[src/rtl/banner_msg_writer.sv]
// Write side of the rotating LED banner: double-buffered digit store with a
// valid/ready append port, atomic commit/clear, and a zero-latency read port.
module banner_msg_writer #(
  parameter int DEPTH = 16,
  parameter int AW    = $clog2(DEPTH)
) (
  input  logic          clk,
  input  logic          reset_n,
  input  logic          wr_valid,
  input  logic [3:0]    wr_data,
  output logic          wr_ready,
  input  logic          commit,
  input  logic          clear,
  input  logic [AW-1:0] rd_addr,
  output logic [3:0]    rd_data,
  output logic [AW:0]   msg_len,
  output logic          msg_new,
  output logic          full
);

  typedef enum logic [1:0] {
    ST_EMPTY,
    ST_FILLING,
    ST_FULL
  } stg_state_t;

  localparam logic [AW:0] DEPTH_CNT = (AW + 1)'(DEPTH);

  stg_state_t  state;
  logic [AW:0] stg_cnt;
  logic [AW:0] eff_cnt;
  logic [AW:0] cnt_nxt;
  logic        bank_sel;
  logic        wr_acc;
  logic        do_swap;
  logic [3:0]  mem [2][DEPTH];

  function automatic stg_state_t decode(input logic [AW:0] cnt);
    if (cnt == '0)             return ST_EMPTY;
    else if (cnt == DEPTH_CNT) return ST_FULL;
    else                       return ST_FILLING;
  endfunction

  assign full     = (state == ST_FULL);
  assign wr_ready = ~full & ~clear;
  assign wr_acc   = wr_valid & wr_ready;
  // A digit accepted in the commit cycle belongs to the committed message.
  assign eff_cnt  = stg_cnt + {{AW{1'b0}}, wr_acc};
  assign do_swap  = commit & ~clear & (eff_cnt != '0);

  always_comb begin
    // NOTE: default first so every path assigns cnt_nxt and no latch is inferred.
    cnt_nxt = stg_cnt;
    if (clear || do_swap) cnt_nxt = '0;
    else if (wr_acc)      cnt_nxt = eff_cnt;
  end

  always_ff @(posedge clk or negedge reset_n) begin
    if (!reset_n) begin
      stg_cnt  <= '0;
      state    <= ST_EMPTY;
      msg_len  <= '0;
      bank_sel <= 1'b0;
      msg_new  <= 1'b0;
    end else begin
      // NOTE: non-blocking assignments so every register samples pre-edge values.
      stg_cnt <= cnt_nxt;
      state   <= decode(cnt_nxt);
      msg_new <= do_swap;
      if (do_swap) begin
        bank_sel <= ~bank_sel;
        msg_len  <= eff_cnt;
      end
    end
  end

  // NOTE: digit storage is deliberately not reset; msg_len masks stale contents.
  always_ff @(posedge clk) begin
    if (wr_acc) mem[~bank_sel][stg_cnt[AW-1:0]] <= wr_data;
  end

  assign rd_data = ({1'b0, rd_addr} < msg_len) ? mem[bank_sel][rd_addr] : 4'hF;

endmodule

[config.mk]
export PLATFORM = sky130hd
export DESIGN_NAME = banner_msg_writer
export DESIGN_NICKNAME = d
export VERILOG_FILES = /design/src/rtl/banner_msg_writer.sv
export SDC_FILE = /design/constraint.sdc
export NUM_CORES = 1
export LEC_CHECK = 0
export ABC_CLOCK_PERIOD_IN_PS = 3400
export CAP_MARGIN = 20
export CORE_MARGIN = 5
export CORE_UTILIZATION = 60
export CTS_CLUSTER_DIAMETER = 30
export DETAILED_ROUTE_END_ITERATION = 16
export PLACE_DENSITY = 0.79
export SLEW_MARGIN = 30
export SYNTH_ARGS = -nofsm -noshare
export SYNTH_HDL_FRONTEND = slang
export SYNTH_SLANG_ARGS = --single-unit
[constraint.sdc]
create_clock -name clk -period 3.4 [get_ports clk]
set_input_delay 0.68 -clock clk [delete_from_list [all_inputs] [get_ports clk]]
set_output_delay 0.68 -clock clk [all_outputs]
set_load 0.02 [all_outputs]
==> flow_summary.toml, run 1 <==
[layout]
fillers = 565
design_area_um2 = 7216
syn_to_final_growth_pct = 21.62
utilization = 0.7416
register_area_um2 = 4195
multiInputGateArea_um2 = 1662
layout.cells.non_filler = 531
nets = 403
antenna_cells = 0
drive_above_1_share = 0.2688

[floorplan]
rows = 36
core_area_um2 = 9729
fp.dieW_um = 109.4
design.portCount = 25
start_util = 0.6098
die_y_um = 109.4
dieArea_um2 = 11980

[timing]
fin_crit_sh = 0.9760
finalHoldViolCount = 0
max_freq_mhz = 301.3
finalClockSkew_ns = 0.009985
worst_slew_pin_slew_ns = 0.6303
finalSetupViolCount = 0
period_needed_ns = 3.318
max-slew-margin-rel = 0.5785
drv_slew = 0

[min_path]
hold_path.class = "in2async"

[yosys]
synthCells = 331
ys_warn_count = 0
ys.flop_type = "edfxtp_1"
ys_seq_elements = 142
async_flop_share = 0.09859
synth_edf_count = 128
synth_fp_nets = 349
syn_avg_cell_area_um2 = 17.93
netlist_area_um2 = 5933
netlist-cell-type-count = 36
yosysSeqAreaShare = 0.7069

[routing]
drtPass1Iterations = 5
vias = 3324
drt_wl_total_um = 13190
via_per_inst = 6.260
final_antenna_net_count = 0
avgRoutedWirePerCell_um = 24.84
drtIter0Drc = 280
drcViolationCount = 0

[pwr]
clock_power_share = 0.406
power_frac_seq = 0.403
p_leak_nw = 2.503
p_comb_frac = 0.192
p_per_area_nw_per_um2 = 676.6
p_switching_w = 0.001154
power_switching_share = 0.2364
peakVddDrop_uv = 370.3
p_int_w = 0.003728

[clock_tree]
root_buffer = "clkbuf_8"
clock_path_buffers = 2
path_clk_slew_ns = 0.07
cts_tree = "done"
cts_buffers = 17
cts.sinks = 142
htreeDepth = 4
worstSkewPairLatency_ns = 0.52
hold_buffers = 0

[setup_path]
r2r_end = "state[1]"
crit_path_end_kind = "primary output"
r2r_start = "state[0]"
reg2reg_depth = 8
r2r_setup_slack_ns = 0.86
critPathArrivalTime_ns = 2.64
cp.required_ns = 2.72
start_kind = "register"
cp_max_fo = 10
critPathKind = "reg2out"

[placement]
placed_cells = 491
post_dp_cell_area_um2 = 6432
place_congestion = 0.8015
portBuffers = 24
hpwl_um = 7450

[status]
status = "finished, final reports clean"

[global_route]
track_usage = 0.2346
grt_overflow = 0
grt_pass1_wl_um = 19590
grt_pass1_vias = 3326
antenna_found_initial = 0
grt_max_degree = 33

[run]
max_cap_viol_count = 0
-- layout by cell type, fill, tap and decap left out, types with 6 or more instances in the layout --
master | synthesis | layout
buf_12 | 2 | 6
buf_4 | 0 | 21
clkbuf_16 | 0 | 16
clkdlybuf4s50_1 | 0 | 19
dfrtp_1 | 14 | 13
edfxtp_1 | 128 | 128
inv_1 | 6 | 6
mux4_1 | 14 | 12
mux4_2 | 18 | 20
nand2_1 | 8 | 8
nand3_1 | 12 | 9
nor2_1 | 44 | 44
nor2b_1 | 6 | 6
xor2_1 | 7 | 7
-- stage by stage --
| stage | worst slack, ns | hold slack [ns] | TNS [ns] | power (W) |
|---|---|---|---|---|
| final | 0.08154 | 0.5511 | 0 | 0.004882 |
| after global routing | -0.007033 | 0.5790 | -0.007033 | 0.005022 |
| after CTS | 0.0008133 | 0.5531 | 0 | 0.004787 |
| after detailed placement | -0.2448 | 0.5346 | -0.9422 | 0.002729 |
| after global placement | -0.1670 | 0.5306 | -0.6262 | 0.002714 |
| after floorplan | 0.5384 | 0.3844 | 0 | 0.002545 |
-- layer usage --
layer / global-route usage / vias to the layer above / share of wire
li1: - / 1432 / -
met1: 0.2999 / 1684 / 0.38
met2: 0.4002 / 185 / 0.53
met3: 0.05461 / 23 / 0.067
met4: 0.07658 / 0 / 0.025
met5: 0 / - / 0
-- synth_stat cells, types with 3 or more instances --
master	n	area share
a211oi_1	9	0.011
nand3b_1	5	0.0063
mux4_2	18	0.068
nor2_1	44	0.028
nand3_1	12	0.010
dfrtp_1	14	0.059
inv_1	6	0.0038
nor2b_1	6	0.0063
mux2i_1	6	0.010
ha_1	5	0.011
clkbuf_1	12	0.0076
mux4_1	14	0.062
mux2_2	3	0.0057
a211o_1	4	0.0059
xor2_1	7	0.010
nand2_1	8	0.0051
a22oi_1	4	0.0051
edfxtp_1	128	0.65
-- sequential cells by signal, indices dropped and copies added, names as in the netlist --
name / flops
msg_new: 1
state: 2
stg_cnt: 5
msg_len: 5
bank_sel: 1
mem: 128
-- critical path, cell delays in order, from the launching register on --
cell      delay (ns)
dfrtp_2         0.43
buf_12          0.13
buf_12          0.14
mux4_1          0.61
a211oi_1        0.31
a211oi_1        0.08
a211o_1         0.24
buf_2           0.17
-- worst max path at each step --
stage	start	to	slack [ns]	cells after the start
final	bank_sel	rd_data[1]	0.08	7
after global routing	bank_sel	rd_data[2]	-0.007	7
after floorplan	rd_addr[0]	rd_data[0]	0.54	6
after global placement	rd_addr[0]	rd_data[2]	-0.17	8
after CTS	bank_sel	rd_data[2]	0.0008	7
after detailed placement	rd_addr[1]	rd_data[0]	-0.24	8
-- logic make-up (layout without fill, tap and decap cells) --
kind of cell               count (synthesis)  in the layout  share of synthesized area
AOI/OAI and AO/OA                         24             24                    0.03079
xor gates and xnor gates                   7              7                    0.01033
adders and majority gates                  5              5                    0.01054
buffers and inverters                     24             91                    0.02341
DFF                                      142            142                     0.7069
muxes                                     41             41                     0.1461
and+or+nand+nor                           88             88                    0.07191
-- area by class of cell --
class / instances / share of cell area
inverter: 6 / 0.003121
clock buffer: 18 / 0.05792
sequential: 142 / 0.5814
clock inverter: 14 / 0.02982
timing repair buffer: 53 / 0.07439
tap: 133 / 0.02306
multi-input combinational: 165 / 0.2303
-- power groups by stage --
| stage | clock network (W) | logic, W | registers [W] |
|---|---|---|---|
| 2_1_floorplan | 0 | 0.000551 | 0.00199 |
| 3_3_place_gp | 0 | 0.000701 | 0.00201 |
| 3_5_place_dp | 0 | 0.000715 | 0.00201 |
| 4_1_cts | 0.00198 | 0.000833 | 0.00198 |
| 5_1_grt | 0.00207 | 0.000985 | 0.00197 |
| 6_report | 0.00198 | 0.000937 | 0.00197 |
-- timing repair --
item	in CTS	in global routing
cloned	1	0
buffers inserted	3	4
pin swaps	2	5
resized for setup	19	16
setup endpoints to repair	4	4
Power figures use the tool's default switching activity.
==> run 2: changes to the inputs <==
ABC_CLOCK_PERIOD_IN_PS = unset   (was 3400)
==> results of run 2 <==
Same layout as run 1: the final DEF is identical, and so are final timing and power.
